### config.mk
export PLATFORM = sky130hd
export DESIGN_NAME = pll_phase_sequencer_flat
export DESIGN_NICKNAME = d
export VERILOG_FILES = /design/src/rtl/qam_pll_pkg.sv /design/src/rtl/pll_phase_sequencer_if.sv /design/src/rtl/pll_seg_counter.sv /design/src/rtl/pll_phase_sequencer.sv /design/src/flat_wrapper.sv
export SDC_FILE = /design/constraint.sdc
export NUM_CORES = 1
export LEC_CHECK = 0
export CAP_MARGIN = 40
export CORE_ASPECT_RATIO = 1.25
export CORE_MARGIN = 1.5
export CORE_UTILIZATION = 39
export DETAILED_ROUTE_END_ITERATION = 8
export PLACE_DENSITY = 0.86
export SYNTH_ARGS = -nofsm -noshare
export SYNTH_HDL_FRONTEND = slang
export SYNTH_SLANG_ARGS = --single-unit
### constraint.sdc
create_clock -name clk -period 2.3 [get_ports clk]
set_clock_uncertainty 0.05 [all_clocks]
set_input_delay 0.46 -clock clk [delete_from_list [all_inputs] [get_ports clk]]
set_output_delay 0.46 -clock clk [all_outputs]
set_load 0.05 [all_outputs]
### src/rtl/qam_pll_pkg.sv
// rtl/qam_pll_pkg.sv - shared state enum and default window lengths for the PLL phase sequencer
package qam_pll_pkg;

  typedef enum logic [2:0] {
    ST_IDLE = 3'd0,
    ST_VEC  = 3'd1,
    ST_GAP  = 3'd2,
    ST_ROT  = 3'd3,
    ST_TAIL = 3'd4,
    ST_HOLD = 3'd5
  } pll_seq_state_t;

  localparam int DEF_VEC_LEN = 16;
  localparam int DEF_GAP     = 1;
  localparam int DEF_ROT_LEN = 16;
  localparam int DEF_TAIL    = 8;

  function automatic int max_of4(input int a, input int b, input int c, input int d);
    int m;
    m = a;
    if (b > m) m = b;
    if (c > m) m = c;
    if (d > m) m = d;
    return m;
  endfunction

endpackage

### src/rtl/pll_phase_sequencer_if.sv
// rtl/pll_phase_sequencer_if.sv - symbol, CORDIC-enable and result handshake bundle
interface pll_phase_sequencer_if #(
  parameter int WIDTH = 16
);
  logic             in_valid;
  logic             in_ready;
  logic [WIDTH-1:0] x_in;
  logic [WIDTH-1:0] y_in;
  logic [WIDTH-1:0] phi_in;
  logic [WIDTH-1:0] x_out;
  logic [WIDTH-1:0] y_out;
  logic [WIDTH-1:0] phi_out;
  logic             ce_vec;
  logic             ce_rot;
  logic [WIDTH-1:0] e_in;
  logic [WIDTH-1:0] teta_in;
  logic [WIDTH-1:0] phi_res_in;
  logic [WIDTH-1:0] x_res_in;
  logic [WIDTH-1:0] y_res_in;
  logic             out_valid;
  logic             out_ready;
  logic [WIDTH-1:0] e;
  logic [WIDTH-1:0] teta;
  logic [WIDTH-1:0] phi;
  logic [WIDTH-1:0] x_o;
  logic [WIDTH-1:0] y_o;
  logic             busy;

  modport master (
    output in_valid, x_in, y_in, phi_in,
    input  in_ready, x_out, y_out, phi_out, ce_vec, ce_rot,
    output e_in, teta_in, phi_res_in, x_res_in, y_res_in, out_ready,
    input  out_valid, e, teta, phi, x_o, y_o, busy
  );

  modport slave (
    input  in_valid, x_in, y_in, phi_in,
    output in_ready, x_out, y_out, phi_out, ce_vec, ce_rot,
    input  e_in, teta_in, phi_res_in, x_res_in, y_res_in, out_ready,
    output out_valid, e, teta, phi, x_o, y_o, busy
  );

endinterface

### src/rtl/pll_seg_counter.sv
// rtl/pll_seg_counter.sv - loadable down-counter with terminal-count flag
module pll_seg_counter #(
  parameter int CW = 5
) (
  input  logic          clk,
  input  logic          rst,
  input  logic          load,
  input  logic [CW-1:0] load_val,
  input  logic          en,
  output logic [CW-1:0] count,
  output logic          tc
);

  always_ff @(posedge clk) begin
    if (rst) begin
      count <= '0;
    end else if (load) begin
      count <= load_val;
    end else if (en && (count != '0)) begin
      count <= count - CW'(1);
    end
  end

  assign tc = (count == '0);

endmodule

### src/rtl/pll_phase_sequencer.sv
// rtl/pll_phase_sequencer.sv - operand latch, CORDIC enable windows and result slot for the carrier-recovery PLL
module pll_phase_sequencer
  import qam_pll_pkg::*;
#(
  parameter int WIDTH   = 16,
  parameter int VEC_LEN = DEF_VEC_LEN,
  parameter int GAP     = DEF_GAP,
  parameter int ROT_LEN = DEF_ROT_LEN,
  parameter int TAIL    = DEF_TAIL
) (
  input logic             clk,
  input logic             rst,
  pll_phase_sequencer_if.slave bus
);

  localparam int MAX_LEN  = max_of4(VEC_LEN, GAP, ROT_LEN, TAIL);
  localparam int CW       = $clog2(MAX_LEN + 1);
  localparam int GAP_LOAD = (GAP > 0) ? GAP - 1 : 0;

  pll_seq_state_t state, state_n;

  logic [CW-1:0]    cnt;
  logic [CW-1:0]    load_val;
  logic             cnt_load;
  logic             cnt_en;
  logic             cnt_tc;
  logic             tail_last;
  logic             slot_free;
  logic             accept;
  logic             capture;
  logic             out_valid_q;
  logic [WIDTH-1:0] x_q, y_q, phi_q;
  logic [WIDTH-1:0] e_q, teta_q, phi_res_q, x_res_q, y_res_q;

  always_ff @(posedge clk) begin
    if (rst) begin
      state <= ST_IDLE;
    end else begin
      state <= state_n;
    end
  end

  always_comb begin
    state_n   = state;
    load_val  = '0;
    tail_last = (state == ST_TAIL) && cnt_tc;
    slot_free = !out_valid_q || bus.out_ready;
    accept    = ((state == ST_IDLE) || (tail_last && slot_free)) && bus.in_valid;
    capture   = (tail_last && slot_free) || ((state == ST_HOLD) && bus.out_ready);

    case (state)
      ST_IDLE: if (bus.in_valid) state_n = ST_VEC;
      ST_VEC:  if (cnt_tc) state_n = (GAP > 0) ? ST_GAP : ST_ROT;
      ST_GAP:  if (cnt_tc) state_n = ST_ROT;
      ST_ROT:  if (cnt_tc) state_n = ST_TAIL;
      ST_TAIL: begin
        if (cnt_tc) begin
          if (!slot_free)         state_n = ST_HOLD;
          else if (bus.in_valid)  state_n = ST_VEC;
          else                    state_n = ST_IDLE;
        end
      end
      ST_HOLD: if (bus.out_ready) state_n = ST_IDLE;
      default: state_n = ST_IDLE;
    endcase

    // Each segment counts length-1 down to 0, so the terminal cycle is the last one of the window.
    case (state_n)
      ST_VEC:  load_val = CW'(VEC_LEN - 1);
      ST_GAP:  load_val = CW'(GAP_LOAD);
      ST_ROT:  load_val = CW'(ROT_LEN - 1);
      ST_TAIL: load_val = CW'(TAIL - 1);
      default: load_val = '0;
    endcase
  end

  assign cnt_load = (state_n != state);
  assign cnt_en   = (state != ST_IDLE) && (state != ST_HOLD);

  pll_seg_counter #(.CW(CW)) u_seg_counter (
    .clk      (clk),
    .rst      (rst),
    .load     (cnt_load),
    .load_val (load_val),
    .en       (cnt_en),
    .count    (cnt),
    .tc       (cnt_tc)
  );

  always_ff @(posedge clk) begin
    if (rst) begin
      x_q   <= '0;
      y_q   <= '0;
      phi_q <= '0;
    end else if (accept) begin
      x_q   <= bus.x_in;
      y_q   <= bus.y_in;
      phi_q <= bus.phi_in;
    end
  end

  // A capture wins over a same-cycle consume so the slot never shows a bubble.
  always_ff @(posedge clk) begin
    if (rst) begin
      out_valid_q <= 1'b0;
      e_q         <= '0;
      teta_q      <= '0;
      phi_res_q   <= '0;
      x_res_q     <= '0;
      y_res_q     <= '0;
    end else if (capture) begin
      out_valid_q <= 1'b1;
      e_q         <= bus.e_in;
      teta_q      <= bus.teta_in;
      phi_res_q   <= bus.phi_res_in;
      x_res_q     <= bus.x_res_in;
      y_res_q     <= bus.y_res_in;
    end else if (bus.out_ready) begin
      out_valid_q <= 1'b0;
    end
  end

  assign bus.in_ready  = (state == ST_IDLE) || (tail_last && slot_free);
  assign bus.ce_vec    = (state == ST_VEC);
  assign bus.ce_rot    = (state == ST_ROT);
  assign bus.busy      = (state != ST_IDLE);
  assign bus.x_out     = x_q;
  assign bus.y_out     = y_q;
  assign bus.phi_out   = phi_q;
  assign bus.out_valid = out_valid_q;
  assign bus.e         = e_q;
  assign bus.teta      = teta_q;
  assign bus.phi       = phi_res_q;
  assign bus.x_o       = x_res_q;
  assign bus.y_o       = y_res_q;

endmodule

### src/flat_wrapper.sv
// flat-port wrapper written by rule: the top's interface ports become plain ports
module pll_phase_sequencer_flat import qam_pll_pkg::*;
#(
  parameter int WIDTH   = 16,
  parameter int VEC_LEN = DEF_VEC_LEN,
  parameter int GAP     = DEF_GAP,
  parameter int ROT_LEN = DEF_ROT_LEN,
  parameter int TAIL    = DEF_TAIL
)
  (clk, rst, bus_in_valid, bus_x_in, bus_y_in, bus_phi_in, bus_in_ready, bus_x_out, bus_y_out, bus_phi_out, bus_ce_vec, bus_ce_rot, bus_e_in, bus_teta_in, bus_phi_res_in, bus_x_res_in, bus_y_res_in, bus_out_ready, bus_out_valid, bus_e, bus_teta, bus_phi, bus_x_o, bus_y_o, bus_busy);
  pll_phase_sequencer_if #(.WIDTH(WIDTH)) bus_i ();
  input logic clk;
  input logic rst;
  input wire logic [$bits(bus_i.in_valid)-1:0] bus_in_valid;
  input wire logic [$bits(bus_i.x_in)-1:0] bus_x_in;
  input wire logic [$bits(bus_i.y_in)-1:0] bus_y_in;
  input wire logic [$bits(bus_i.phi_in)-1:0] bus_phi_in;
  output wire logic [$bits(bus_i.in_ready)-1:0] bus_in_ready;
  output wire logic [$bits(bus_i.x_out)-1:0] bus_x_out;
  output wire logic [$bits(bus_i.y_out)-1:0] bus_y_out;
  output wire logic [$bits(bus_i.phi_out)-1:0] bus_phi_out;
  output wire logic [$bits(bus_i.ce_vec)-1:0] bus_ce_vec;
  output wire logic [$bits(bus_i.ce_rot)-1:0] bus_ce_rot;
  input wire logic [$bits(bus_i.e_in)-1:0] bus_e_in;
  input wire logic [$bits(bus_i.teta_in)-1:0] bus_teta_in;
  input wire logic [$bits(bus_i.phi_res_in)-1:0] bus_phi_res_in;
  input wire logic [$bits(bus_i.x_res_in)-1:0] bus_x_res_in;
  input wire logic [$bits(bus_i.y_res_in)-1:0] bus_y_res_in;
  input wire logic [$bits(bus_i.out_ready)-1:0] bus_out_ready;
  output wire logic [$bits(bus_i.out_valid)-1:0] bus_out_valid;
  output wire logic [$bits(bus_i.e)-1:0] bus_e;
  output wire logic [$bits(bus_i.teta)-1:0] bus_teta;
  output wire logic [$bits(bus_i.phi)-1:0] bus_phi;
  output wire logic [$bits(bus_i.x_o)-1:0] bus_x_o;
  output wire logic [$bits(bus_i.y_o)-1:0] bus_y_o;
  output wire logic [$bits(bus_i.busy)-1:0] bus_busy;
  assign bus_i.in_valid = bus_in_valid;
  assign bus_i.x_in = bus_x_in;
  assign bus_i.y_in = bus_y_in;
  assign bus_i.phi_in = bus_phi_in;
  assign bus_in_ready = bus_i.in_ready;
  assign bus_x_out = bus_i.x_out;
  assign bus_y_out = bus_i.y_out;
  assign bus_phi_out = bus_i.phi_out;
  assign bus_ce_vec = bus_i.ce_vec;
  assign bus_ce_rot = bus_i.ce_rot;
  assign bus_i.e_in = bus_e_in;
  assign bus_i.teta_in = bus_teta_in;
  assign bus_i.phi_res_in = bus_phi_res_in;
  assign bus_i.x_res_in = bus_x_res_in;
  assign bus_i.y_res_in = bus_y_res_in;
  assign bus_i.out_ready = bus_out_ready;
  assign bus_out_valid = bus_i.out_valid;
  assign bus_e = bus_i.e;
  assign bus_teta = bus_i.teta;
  assign bus_phi = bus_i.phi;
  assign bus_x_o = bus_i.x_o;
  assign bus_y_o = bus_i.y_o;
  assign bus_busy = bus_i.busy;
  pll_phase_sequencer #(.WIDTH(WIDTH), .VEC_LEN(VEC_LEN), .GAP(GAP), .ROT_LEN(ROT_LEN), .TAIL(TAIL)) u_core (.clk(clk), .rst(rst), .bus(bus_i));
endmodule
==> report_table.html <==
<table>
<tr><th>Metric</th><th>Value</th></tr>
<tr><th colspan="2">Setup path</th></tr>
<tr><td>Crit start category</td><td>register</td></tr>
<tr><td>Required time of the worst setup path</td><td>1790 ps</td></tr>
<tr><td>Crit Path Max Fanout</td><td>4</td></tr>
<tr><td>Endpoint type of the worst setup path</td><td>primary output</td></tr>
<tr><td>Worst Setup Path Type</td><td>register to primary output</td></tr>
<tr><td>Critical path data arrival time</td><td>approximately 1700 ps</td></tr>
<tr><th colspan="2">STA</th></tr>
<tr><td>Final Setup Violations</td><td>0</td></tr>
<tr><td>Final worst path period share</td><td>0.9659</td></tr>
<tr><td>Fmax</td><td>450.1 MHz</td></tr>
<tr><td>Worst-case headroom to the max-slew limit</td><td>0.5525</td></tr>
<tr><td>Number of pins exceeding their max-slew limit in the final report</td><td>0</td></tr>
<tr><td>Setup repair after global routing missed its margin</td><td>false</td></tr>
<tr><td>Final hold violation count</td><td>0</td></tr>
<tr><td>Setup total negative slack</td><td>0 ps</td></tr>
<tr><td>Final critical-path required period</td><td>2221 ps</td></tr>
<tr><td>Transition time of the tightest slew-check pin</td><td>671.2 ps</td></tr>
<tr><th colspan="2">Finish</th></tr>
<tr><td>Fraction of final layout cells sized beyond drive strength 1</td><td>0.06915</td></tr>
<tr><td>Number of antenna repair diodes</td><td>0</td></tr>
<tr><td>Final Cell Area</td><td>roughly 8600 um2</td></tr>
<tr><td># fillers</td><td>1000</td></tr>
<tr><td>Area Growth Syn to Fin</td><td>70.08%</td></tr>
<tr><td>Layout Nets</td><td>1033</td></tr>
<tr><th colspan="2">Min path</th></tr>
<tr><td>Class of the tightest hold or removal check</td><td>register to register</td></tr>
<tr><th colspan="2">Clock network</th></tr>
<tr><td>Number of buffers inserted during clock tree synthesis</td><td>17</td></tr>
<tr><td>Clock transition time at the flip-flop clock pins of the worst setup and hold paths</td><td>60 ps</td></tr>
<tr><td>Buffer levels on the longest clock path</td><td>2</td></tr>
<tr><td>Clock insertion delay at the later pin of the skew report</td><td>slightly above 400 ps</td></tr>
<tr><td>Clock tree from TritonCTS</td><td>done</td></tr>
<tr><td>Quantity of hold-fixing buffers added after cts</td><td>0</td></tr>
<tr><td>Number of H-tree branching levels</td><td>4</td></tr>
<tr><td>Number of clock sinks</td><td>137</td></tr>
<tr><td>Clock tree root buffer cell</td><td>sky130_fd_sc_hd__clkbuf_16</td></tr>
<tr><th colspan="2">Status</th></tr>
<tr><td>Outcome</td><td>finished, final reports clean</td></tr>
<tr><th colspan="2">Die</th></tr>
<tr><td>Floorplan core area</td><td>12720 um2</td></tr>
<tr><td>DIE HEIGHT</td><td>130.5 um</td></tr>
<tr><td>I/O pins</td><td>265</td></tr>
<tr><td>Site row count</td><td>46</td></tr>
<tr><td>Die ar.</td><td>13700 um2</td></tr>
<tr><td>DIE WIDTH</td><td>105.0 um</td></tr>
<tr><td>Initial Util</td><td>0.3988</td></tr>
<tr><th colspan="2">Pwr</th></tr>
<tr><td>Leakage component of the power</td><td>0.003067 uW</td></tr>
<tr><td>P per Cell Area</td><td>885.4 nW/um2</td></tr>
<tr><td>Sum of internal, switching and leakage power</td><td>7638 uW</td></tr>
<tr><td>Worst vdd rail ir drop</td><td>0.5195 mV</td></tr>
<tr><th colspan="2">Synth</th></tr>
<tr><td>Top FF cell, synth</td><td>sky130_fd_sc_hd__dfxtp_1</td></tr>
<tr><td>Ranking of synthesized cells by area</td><td>sky130_fd_sc_hd__dfxtp_1, sky130_fd_sc_hd__nand2_1, sky130_fd_sc_hd__a21oi_1, sky130_fd_sc_hd__clkbuf_1, sky130_fd_sc_hd__buf_2</td></tr>
<tr><td>Count of distinct cell types in the synthesized netlist</td><td>43</td></tr>
<tr><td>Post-synthesis sequential element count</td><td>137</td></tr>
<tr><td>Top cell type's share of synthesized area</td><td>0.5407</td></tr>
<tr><td>Post-synth EDFFs</td><td>0</td></tr>
<tr><td>Top cells by instance count after synthesis</td><td>sky130_fd_sc_hd__nand2_1, sky130_fd_sc_hd__dfxtp_1, sky130_fd_sc_hd__a21oi_1</td></tr>
<tr><td>Post-Syn Area per Cell</td><td>7.852 um2</td></tr>
<tr><td>Instance count of the mapped netlist</td><td>646</td></tr>
<tr><td>Mapped cell area</td><td>5072 um2</td></tr>
<tr><td>Syn Nets</td><td>780</td></tr>
<tr><td>Async set-or-reset flop fraction in the synthesized netlist</td><td>0</td></tr>
<tr><td>Register area share after synthesis</td><td>0.5407</td></tr>
<tr><td>Number of warnings printed during yosys synthesis</td><td>0</td></tr>
<tr><td>Largest area contributor in the synthesized netlist</td><td>sky130_fd_sc_hd__dfxtp_1</td></tr>
<tr><td>Cell with the most instances after synthesis</td><td>sky130_fd_sc_hd__nand2_1</td></tr>
<tr><th colspan="2">Routing</th></tr>
<tr><td>Post-Route WL</td><td>15.34 mm</td></tr>
<tr><td>Wire length on met1</td><td>5.956 mm</td></tr>
<tr><td>Average routed wire per standard cell</td><td>14.22 um</td></tr>
<tr><td>Met2 routed wirelength</td><td>7.779 mm</td></tr>
<tr><td>Met3 wire length</td><td>1.371 mm</td></tr>
<tr><td>Highest metal layer with signal wires</td><td>met4</td></tr>
<tr><td>Detailed router's first-iteration violation count</td><td>~260</td></tr>
<tr><td>Vias per inst</td><td>4.842</td></tr>
<tr><td>Drt first pass iters</td><td>4</td></tr>
<tr><td>Routed vias</td><td>5225</td></tr>
<tr><td>DRC viols</td><td>0</td></tr>
<tr><td>Antenna-violating nets left</td><td>0</td></tr>
<tr><th colspan="2">GRT</th></tr>
<tr><td>Wire length of the first global-routing pass</td><td>about 24 mm</td></tr>
<tr><td>Global router's overall resource usage</td><td>0.2174</td></tr>
<tr><td>Number of global-route vias before repair</td><td>4956</td></tr>
<tr><td>Maximum number of pins on one net before global-route repair</td><td>63</td></tr>
<tr><td>Final global-route overflow total</td><td>0</td></tr>
<tr><td>Number of antenna violations at the first check in global routing</td><td>0</td></tr>
<tr><th colspan="2">Placement</th></tr>
<tr><td>Number of port buffers</td><td>between 200 and 300</td></tr>
<tr><td>Final weighted congestion in routability-driven placement</td><td>roughly 0.83</td></tr>
<tr><td>Detailed placer's ending HPWL</td><td>10.91 mm</td></tr>
<tr><td>Post-detailed-placement cell area</td><td>7978 um2</td></tr>
<tr><th colspan="2">Job</th></tr>
<tr><td>Maximum Capacitance Violations</td><td>0</td></tr>
</table>
## final timing paths
| kind | from | endpoint | slack, ps | cells past startpoint |
|---|---|---|---|---|
| setup reg to reg | u_core.u_seg_counter.count[0]$_SDFFE_PP0P_ | u_core.u_seg_counter.count[2]$_SDFFE_PP0P_ | 110 | 7 |
| hold reg to reg | u_core.bus.y_out[0]$_SDFFE_PP0P_ | u_core.bus.y_out[0]$_SDFFE_PP0P_ | 400 | 2 |
| setup / recovery | u_core.u_seg_counter.count[0]$_SDFFE_PP0P_ | bus_in_ready | 80 | 6 |
| hold / removal | u_core.bus.y_out[0]$_SDFFE_PP0P_ | u_core.bus.y_out[0]$_SDFFE_PP0P_ | 400 | 2 |
## state kept, by name, summed over array words and instances (netlist names), 16 cells and up
register,flops
u_core.bus.teta,16
u_core.bus.x_out,16
u_core.bus.x_o,16
u_core.bus.y_o,16
u_core.bus.e,16
u_core.bus.y_out,16
u_core.bus.phi_out,16
u_core.bus.phi,16
## through the flow
| stage | cells | util | setup slack [ps] | hold WS [ps] |
|---|---|---|---|---|
| 2_1_floorplan | 646 | - | 233.5 | 485.1 |
| 3_3_place_gp | 1046 | 0.6272 | 97.45 | 390.3 |
| 3_5_place_dp | 1046 | 0.6272 | 59.53 | 396.1 |
| 4_1_cts | 1079 | 0.6779 | 20.43 | 403.6 |
| 5_1_grt | 1079 | 0.6782 | 4.612 | 415.0 |
| 6_report | 1079 | 0.6782 | 78.51 | 401.6 |
## worst max-delay path: stages, from the launching register on
cell,delay [ps]
sky130_fd_sc_hd__dfxtp_2,330
sky130_fd_sc_hd__inv_1,80
sky130_fd_sc_hd__ha_1,170
sky130_fd_sc_hd__nor4b_4,250
sky130_fd_sc_hd__a21bo_1,190
sky130_fd_sc_hd__and2_4,160
sky130_fd_sc_hd__buf_12,130
## cell usage in the layout (no fill, tap or decap), types with 2 or more instances in the layout
| cell type | instances |
|---|---|
| sky130_fd_sc_hd__o21ai_0 | 2 |
| sky130_fd_sc_hd__buf_4 | 13 |
| sky130_fd_sc_hd__and2_1 | 2 |
| sky130_fd_sc_hd__buf_12 | 10 |
| sky130_fd_sc_hd__nand2_1 | 263 |
| sky130_fd_sc_hd__dfxtp_1 | 135 |
| sky130_fd_sc_hd__dfxtp_2 | 2 |
| sky130_fd_sc_hd__clkbuf_16 | 17 |
| sky130_fd_sc_hd__a21oi_1 | 132 |
| sky130_fd_sc_hd__nor2_1 | 5 |
| sky130_fd_sc_hd__xnor2_1 | 2 |
| sky130_fd_sc_hd__clkinv_2 | 2 |
| sky130_fd_sc_hd__clkdlybuf4s50_1 | 259 |
| sky130_fd_sc_hd__nor2b_1 | 3 |
| sky130_fd_sc_hd__nor3_1 | 4 |
| sky130_fd_sc_hd__bufinv_16 | 4 |
| sky130_fd_sc_hd__mux2i_1 | 2 |
| sky130_fd_sc_hd__o21ai_1 | 4 |
| sky130_fd_sc_hd__nand2b_1 | 3 |
| sky130_fd_sc_hd__inv_6 | 5 |
| sky130_fd_sc_hd__o211ai_1 | 3 |
| sky130_fd_sc_hd__ha_1 | 2 |
| sky130_fd_sc_hd__nand3_1 | 3 |
| sky130_fd_sc_hd__inv_1 | 5 |
| sky130_fd_sc_hd__xor2_1 | 2 |
## where the power goes
group	internal [uW]	switching, uW	leakage [uW]	total [uW]
registers	2540	140	0.00111	2680
clock network	1850	1050	0.000308	2900
logic	879	1180	0.00165	2050
## final cells by class
class	instances	area [um2]	area share
Tap cell	168	210.2	0.02437
Multi-Input combinational cell	456	2133	0.2473
Sequential cell	137	2745	0.3182
Inverter	5	18.77	0.002175
Timing Repair Buffer	282	2890	0.3350
Clock inverter	13	190.2	0.02204
Clock buffer	18	439.2	0.05091
## logic make-up (layout without fill, tap and decap cells)
logic type / Yosys count / count (layout) / synth area share
fa+ha+maj: 2 / 2 / 0.004933
mux: 2 / 2 / 0.003947
simple gates: 292 / 292 / 0.2319
xor+xnor: 4 / 4 / 0.006908
compound gates: 156 / 156 / 0.1677
buf+inv: 53 / 318 / 0.04391
flops: 137 / 137 / 0.5407
## what timing repair did
item                                    4_1_cts  5_1_grt
endpoints found under the setup margin        2        1
pin swaps                                     1        1
gates resized for setup                       1        2
hold endpoints to repair                      0        0
buffers inserted                              2        0
gates cloned                                  0        0
## metal layers
layer	global-route usage	up-vias
li1	-	2615
met1	0.2332	2377
met2	0.3952	215
met3	0.07788	18
met4	0.07897	0
met5	0	-
Power figures use the tool's default switching activity.
